==> src/rtl/dfe_ant_demux.sv <==
`default_nettype none
// ============================================================================
// Module   : dfe_ant_demux
// Purpose  : Splits an interleaved two-antenna sample stream into per-antenna
//            outputs, aligned to frame heads, and tracks period alignment
//            through the xant end-of-period marker (HUNT/CHECK/LOCK).
// Revision : 1.0 - initial release
// ============================================================================
module dfe_ant_demux #(
  parameter int ERR_CNT_W = 16
) (
  input  logic                 clk_491p52,
  input  logic                 rst_491p52,
  input  logic [2:0]           i_bandwidth_nr_mod,
  input  logic                 i_path_fram,
  input  logic                 i_path_xant,
  input  logic [31:0]          i_path_data,
  output logic                 o_ant0_vld,
  output logic [31:0]          o_ant0_data,
  output logic                 o_ant1_vld,
  output logic [31:0]          o_ant1_data,
  output logic                 o_ant_fram,
  output logic                 o_sync_lock,
  output logic                 o_xant_err,
  output logic [ERR_CNT_W-1:0] o_xant_err_cnt
);

  typedef enum logic [1:0] {
    ST_HUNT  = 2'd0,
    ST_CHECK = 2'd1,
    ST_LOCK  = 2'd2
  } state_t;

  localparam logic [3:0]           c_LAST_WIDE   = 4'd7;
  localparam logic [3:0]           c_LAST_NARROW = 4'd15;
  localparam logic [ERR_CNT_W-1:0] c_CNT_ONE     = {{(ERR_CNT_W-1){1'b0}}, 1'b1};

  state_t                r_state;
  state_t                w_state_nxt;
  logic                  r_wide;
  logic [3:0]            r_slot;
  logic [ERR_CNT_W-1:0]  r_err_cnt;

  logic                  w_wide_in;
  logic [3:0]            w_slot_max;
  logic [3:0]            w_slot_inc;
  logic [3:0]            w_slot;
  logic                  w_aligned;
  logic                  w_last;
  logic                  w_accept;
  logic                  w_err;

  // Slot of the current cycle: frame head forces slot 0, otherwise the held
  // period decides the wrap point. "Aligned" means the counter would have
  // wrapped to 0 on its own this cycle.
  always_comb begin
    w_wide_in  = !((i_bandwidth_nr_mod == 3'd2) || (i_bandwidth_nr_mod == 3'd3));
    w_slot_max = r_wide ? c_LAST_WIDE : c_LAST_NARROW;
    w_slot_inc = (r_slot == w_slot_max) ? 4'd0 : (r_slot + 4'd1);
    w_slot     = i_path_fram ? 4'd0 : w_slot_inc;
    w_aligned  = (w_slot_inc == 4'd0);
    w_last     = (w_slot == w_slot_max);
    w_accept   = (r_state != ST_HUNT) || i_path_fram;
  end

  // Next-state and error decision; a frame head takes priority over any
  // xant mismatch in the same cycle.
  always_comb begin
    w_state_nxt = r_state;
    w_err       = 1'b0;
    unique case (r_state)
      ST_HUNT: begin
        if (i_path_fram) begin
          w_state_nxt = ST_CHECK;
        end
      end
      ST_CHECK, ST_LOCK: begin
        if (i_path_fram) begin
          if (!w_aligned) begin
            w_err       = 1'b1;
            w_state_nxt = ST_CHECK;
          end else if (w_wide_in != r_wide) begin
            w_state_nxt = ST_CHECK;
          end
        end else if (i_path_xant && w_last) begin
          w_state_nxt = ST_LOCK;
        end else if (i_path_xant != w_last) begin
          w_err       = 1'b1;
          w_state_nxt = ST_HUNT;
        end
      end
      default: w_state_nxt = ST_HUNT;
    endcase
  end

  // State, mode and slot registers; mode is only sampled at a frame head.
  always_ff @(posedge clk_491p52 or negedge rst_491p52) begin
    if (!rst_491p52) begin
      r_state <= ST_HUNT;
      r_wide  <= 1'b1;
      r_slot  <= 4'd0;
    end else begin
      r_state <= w_state_nxt;
      r_slot  <= w_slot;
      if (i_path_fram) begin
        r_wide <= w_wide_in;
      end
    end
  end

  // Demultiplexed outputs: slot bit 2 picks the antenna, data holds when idle.
  always_ff @(posedge clk_491p52 or negedge rst_491p52) begin
    if (!rst_491p52) begin
      o_ant0_vld  <= 1'b0;
      o_ant1_vld  <= 1'b0;
      o_ant0_data <= 32'd0;
      o_ant1_data <= 32'd0;
      o_ant_fram  <= 1'b0;
    end else begin
      o_ant0_vld <= w_accept && !w_slot[2];
      o_ant1_vld <= w_accept &&  w_slot[2];
      o_ant_fram <= i_path_fram;
      if (w_accept && !w_slot[2]) begin
        o_ant0_data <= i_path_data;
      end
      if (w_accept && w_slot[2]) begin
        o_ant1_data <= i_path_data;
      end
    end
  end

  // Error pulse and saturating error counter, updated on the same edge.
  always_ff @(posedge clk_491p52 or negedge rst_491p52) begin
    if (!rst_491p52) begin
      o_xant_err <= 1'b0;
      r_err_cnt  <= '0;
    end else begin
      o_xant_err <= w_err;
      if (w_err && (r_err_cnt != '1)) begin
        r_err_cnt <= r_err_cnt + c_CNT_ONE;
      end
    end
  end

  assign o_sync_lock    = (r_state == ST_LOCK);
  assign o_xant_err_cnt = r_err_cnt;

endmodule
`default_nettype wire

==> config.mk <==
export PLATFORM = sky130hd
export DESIGN_NAME = dfe_ant_demux
export DESIGN_NICKNAME = d
export VERILOG_FILES = /design/src/rtl/dfe_ant_demux.sv
export SDC_FILE = /design/constraint.sdc
export NUM_CORES = 1
export LEC_CHECK = 0
export CAP_MARGIN = 20
export CORE_ASPECT_RATIO = 0.6
export CORE_UTILIZATION = 45
export CTS_CLUSTER_DIAMETER = 120
export CTS_CLUSTER_SIZE = 40
export DETAILED_ROUTE_END_ITERATION = 16
export PLACE_DENSITY_LB_ADDON = 0.12
export REMOVE_ABC_BUFFERS = 1
export SLEW_MARGIN = 40
export SYNTH_ARGS = -nofsm -noshare
export SYNTH_HDL_FRONTEND = slang
export SYNTH_SLANG_ARGS = --single-unit
==> constraint.sdc <==
create_clock -name clk_491p52 -period 7.2 [get_ports clk_491p52]
set_clock_uncertainty 0.15 [all_clocks]
set_input_delay 1.8 -clock clk_491p52 [delete_from_list [all_inputs] [get_ports clk_491p52]]
set_output_delay 1.8 -clock clk_491p52 [all_outputs]
set_load 0.005 [all_outputs]
==> out/metrics.sh <==
GR-USAGE-ALL-LAYERS_PCT=21.7
POST_SYNTH_INSTANCE_AREA_SQ_UM=3740
VIAS_PER_CELL=4.90
CRITPATHMAXFANOUT=14
WORST_PATH_MAX_DELAY_CELL='sky130_fd_sc_hd__clkdlybuf4s50_1'
CTS.REPAIR_TIMING.SETUP_BUFFER_COUNT=0
GRT_PASS1_WL_UM=14100
TOP_SIGNAL_LAYER_USED='met4'
GP_ROUTABILITY_CONGESTION=0.817
STATUS='finished clean'
CLK_TRANSITION_REPORTED_PATHS_NS=0.06
LAYOUT-DRIVE-GT1-SHARE_PCT=13.8
DIE_H_UM=72.6
POSTSYNTHCELLCOUNT=324
VDD_DROP_MAX_V=0.000213
SETUP_WS_NS=2.40
CRIT_PATH_START_KIND='input port'
NUMBER_OF_BUFFERS_ADDED_BY_THE_CLOCK_TREE_SYNTHESIS_STEP=9
DETAILROUTE.VIA_COUNT=2760
CRIT_PATH_END_KIND='flip-flop'
PERIOD_SHARE_PCT=66.7
TIMING.SLEW.HEADROOM_PCT=55.9
PLACE_HPWL_UM=6100
CTS_RESIZED=0
MAX_CAP_VIOLATIONS=0
POSTROUTEANTENNANETS=0
SETUP_VIOL=0
NUMPLACEDINSTANCES=547
POWER_LEAKAGE_nW=2.38
PORT_BUFFERS=122
ASYNC_FLOP_SHARE_PCT=100
PLACE_WS_NS=2.10
AREA_GROWTH_PCT=44.1
DETAIL_ROUTE.WL_PER_CELL_UM=15.5
YS_WARN_COUNT=0
DRT_ITER0_MARKERS=119
GLOBALROUTE.TOTALOVERFLOW=0
POST_SYN_AREA_PER_CELL_SQ_UM=11.6
SYNTH_SEQ_CELLS=91
TIMING.FINAL.MAX_SLEW_VIOLATIONS=0
INSERTION_DELAY_OF_THE_LATER_CLOCKED_PIN_IN_THE_WORST_SKEW_PAIR_NS=0.33
MAX_CLOCK_FREQ_MHz=208
DETAILED_ROUTER_ITERATION_COUNT_BEFORE_ANTENNA_REPAIR=5
WL_MET1_UM=4100
SYNTH-EDFF-COUNT=0
FLOORPLAN.ROWS=25
POWER_DENSITY_nW_PER_UM2=356
SYNTH-SEQ-AREA-SHARE_PCT=60.9
WIRELENGTH_ROUTED_UM=8720
DETAILROUTE.WIRELENGTH.MET3_UM=648
WORSTSETUPPATHTYPE='input port to flip-flop'
TIMING_HOLD_VIOLATIONS_FINAL=0
INSTANCES_NO_FILL=563
N_FILL_CELL=610
ROUTE.MET2.WL_UM=3860
CP_TOP_FAMILY='simple AND/OR/NAND/NOR gates'
EFFECTIVE_UTILIZATION_AT_FLOORPLAN_PCT=46.9
CTS_ROOT_BUF='sky130_fd_sc_hd__clkbuf_16'
CTS_TREE='yes'
GRT_ANTENNA_BEFORE_REPAIR=0
CP_ARRIVAL_NS=4.87
N_ANTENNA_CELL=0
FINAL.MIN_CLOCK_PERIOD_NS=4.80
CTS_HOLD_BUFFERS=0
FF_LATCH_AREA_SQ_UM=2280
SETUP_TNS_NS=0
MAX_SLEW.WORST_PIN.SLEW_NS=0.659
CRITPATHBUFINV=1
PATH_COMMON_CELL='sky130_fd_sc_hd__xnor2_1'
GRT_SETUP_UNREPAIRED='no'
MULTI_INPUT_AREA_SQ_UM=1400
LAYOUT.NETS=495
DIEWIDTH_UM=120
DESIGN_POWER_TOTAL_mW=1.92
NUMBER_OF_GLOBAL_ROUTE_VIAS_BEFORE_REPAIR=2741
PIN_COUNT_OF_THE_BIGGEST_NET_ENTERING_GLOBAL_ROUTING=49
LAYOUT_COMMON_CELLS='sky130_fd_sc_hd__clkdlybuf4s50_1, sky130_fd_sc_hd__nand2_1, sky130_fd_sc_hd__dfrtp_1, sky130_fd_sc_hd__mux2_2, sky130_fd_sc_hd__xnor2_1'
CRITPATHMAXSTAGEDELAY_NS=0.74
NUMCLOCKSINKS=91
SYNTHDISTINCTLIBCELLS=36
SYNTH_FLOP_CELL='sky130_fd_sc_hd__dfrtp_1'
CORE-AREA_SQ_UM=7980
TIMING.CRITICAL_PATH.CELLS='clkdlybuf4s50_1 -> nor4_1 -> xnor2_1 -> nor2_1 -> ha_1 -> o21ai_2 -> or2_1 -> a211oi_4 -> nand3_1 -> xnor2_1'
HOLDCRITPATHCLASS='flip-flop to flip-flop'
MOSTFREQUENTLAYOUTCELL='sky130_fd_sc_hd__clkdlybuf4s50_1'
HTREEDEPTH=3
FLOORPLAN.DIE_AREA_SQ_UM=8700
TOP_LEVEL_PORTS=124
FINAL_CORE_OCC_PCT=67.6
CTS-ROOT-TO-SINK-BUFFERS=2
DRCVIOLATIONCOUNT=0
CRITPATHREQUIREDTIME_NS=7.27
-- final timing paths --
kind | start | endpoint | slack, ns | cells past startpoint
min in group asynchronous | rst_491p52 | o_ant0_data[13]$_DFFE_PN0P_ | 1.31 | 1
max in group asynchronous | rst_491p52 | o_ant0_data[29]$_DFFE_PN0P_ | 4.56 | 2
max | i_path_fram | o_xant_err_cnt[5]$_DFFE_PN0P_ | 2.40 | 10
min | o_ant0_data[5]$_DFFE_PN0P_ | o_ant0_data[5]$_DFFE_PN0P_ | 0.32 | 2
max reg2reg | r_slot[0]$_DFF_PN0_ | o_xant_err_cnt[5]$_DFFE_PN0P_ | 3.82 | 12
min reg2reg | o_ant0_data[5]$_DFFE_PN0P_ | o_ant0_data[5]$_DFFE_PN0P_ | 0.32 | 2
-- worst min-delay path: stages, from the launching register on --
cell and delay, ns:
sky130_fd_sc_hd__dfrtp_1 0.34, sky130_fd_sc_hd__nand2_1 0.05, sky130_fd_sc_hd__nand2_1 0.05
-- cells in the mapped netlist, types with 3 or more instances --
library cell | number | area, sq um
sky130_fd_sc_hd__a21oi_1 | 6 | 30.0
sky130_fd_sc_hd__buf_4 | 3 | 22.5
sky130_fd_sc_hd__clkbuf_1 | 6 | 22.5
sky130_fd_sc_hd__dfrtp_1 | 90 | 2250
sky130_fd_sc_hd__ha_1 | 6 | 75.1
sky130_fd_sc_hd__inv_1 | 5 | 18.8
sky130_fd_sc_hd__mux2_2 | 34 | 383
sky130_fd_sc_hd__nand2_1 | 105 | 394
sky130_fd_sc_hd__nand3_1 | 8 | 40.0
sky130_fd_sc_hd__nand4_1 | 5 | 31.3
sky130_fd_sc_hd__nor2_1 | 11 | 41.3
sky130_fd_sc_hd__xnor2_1 | 14 | 123
sky130_fd_sc_hd__xor2_1 | 4 | 35.0
-- through the flow --
step / cell area (sq um) / hold slack, ns
after detailed placement: 5090 / 0.312
final: 5390 / 0.322
after global routing: 5390 / 0.346
after CTS: 5390 / 0.329
after floorplan: 3680 / 0.320
after global placement: 5060 / 0.308
-- registers in the layout, indices dropped and copies added (netlist names) --
signal,count
o_ant1_vld,1
o_ant0_vld,1
r_wide,1
r_state,2
o_ant_fram,1
o_ant1_data,32
o_xant_err,1
o_xant_err_cnt,16
o_ant0_data,32
r_slot,4
-- routing by layer --
layer / vias to the layer above / GRT usage [%]
li1: 1320 / -
met3: 10 / 7.34
met1: 1337 / 29.2
met4: 0 / 7.50
met2: 93 / 33.3
met5: - / 0
-- area by class of cell --
| class | instances | area share, % |
|---|---|---|
| clock inverters | 4 | 0.928 |
| flip-flops and latches | 91 | 42.3 |
| repair buffers | 126 | 23.4 |
| clock buffers | 12 | 4.57 |
| inverters | 5 | 0.348 |
| well taps | 108 | 2.51 |
| multi-input cells | 217 | 25.9 |
-- power by group --
group / internal [mW] / switching, mW / total (mW)
Sequential: 0.678 / 0.105 / 0.782
Clock: 0.278 / 0.188 / 0.466
Combinational: 0.421 / 0.248 / 0.669
-- kinds of logic after synthesis --
kind of cell / Yosys count / synth area share [%]
and+or+nand+nor: 143 / 16.3
DFF: 91 / 60.9
muxes: 34 / 10.2
xor gates and xnor gates: 18 / 4.21
AOI/OAI and AO/OA: 16 / 4.28
buffers and inverters: 16 / 2.11
adders and majority gates: 6 / 2.01
No activity file was read; power rests on OpenSTA's default activity.
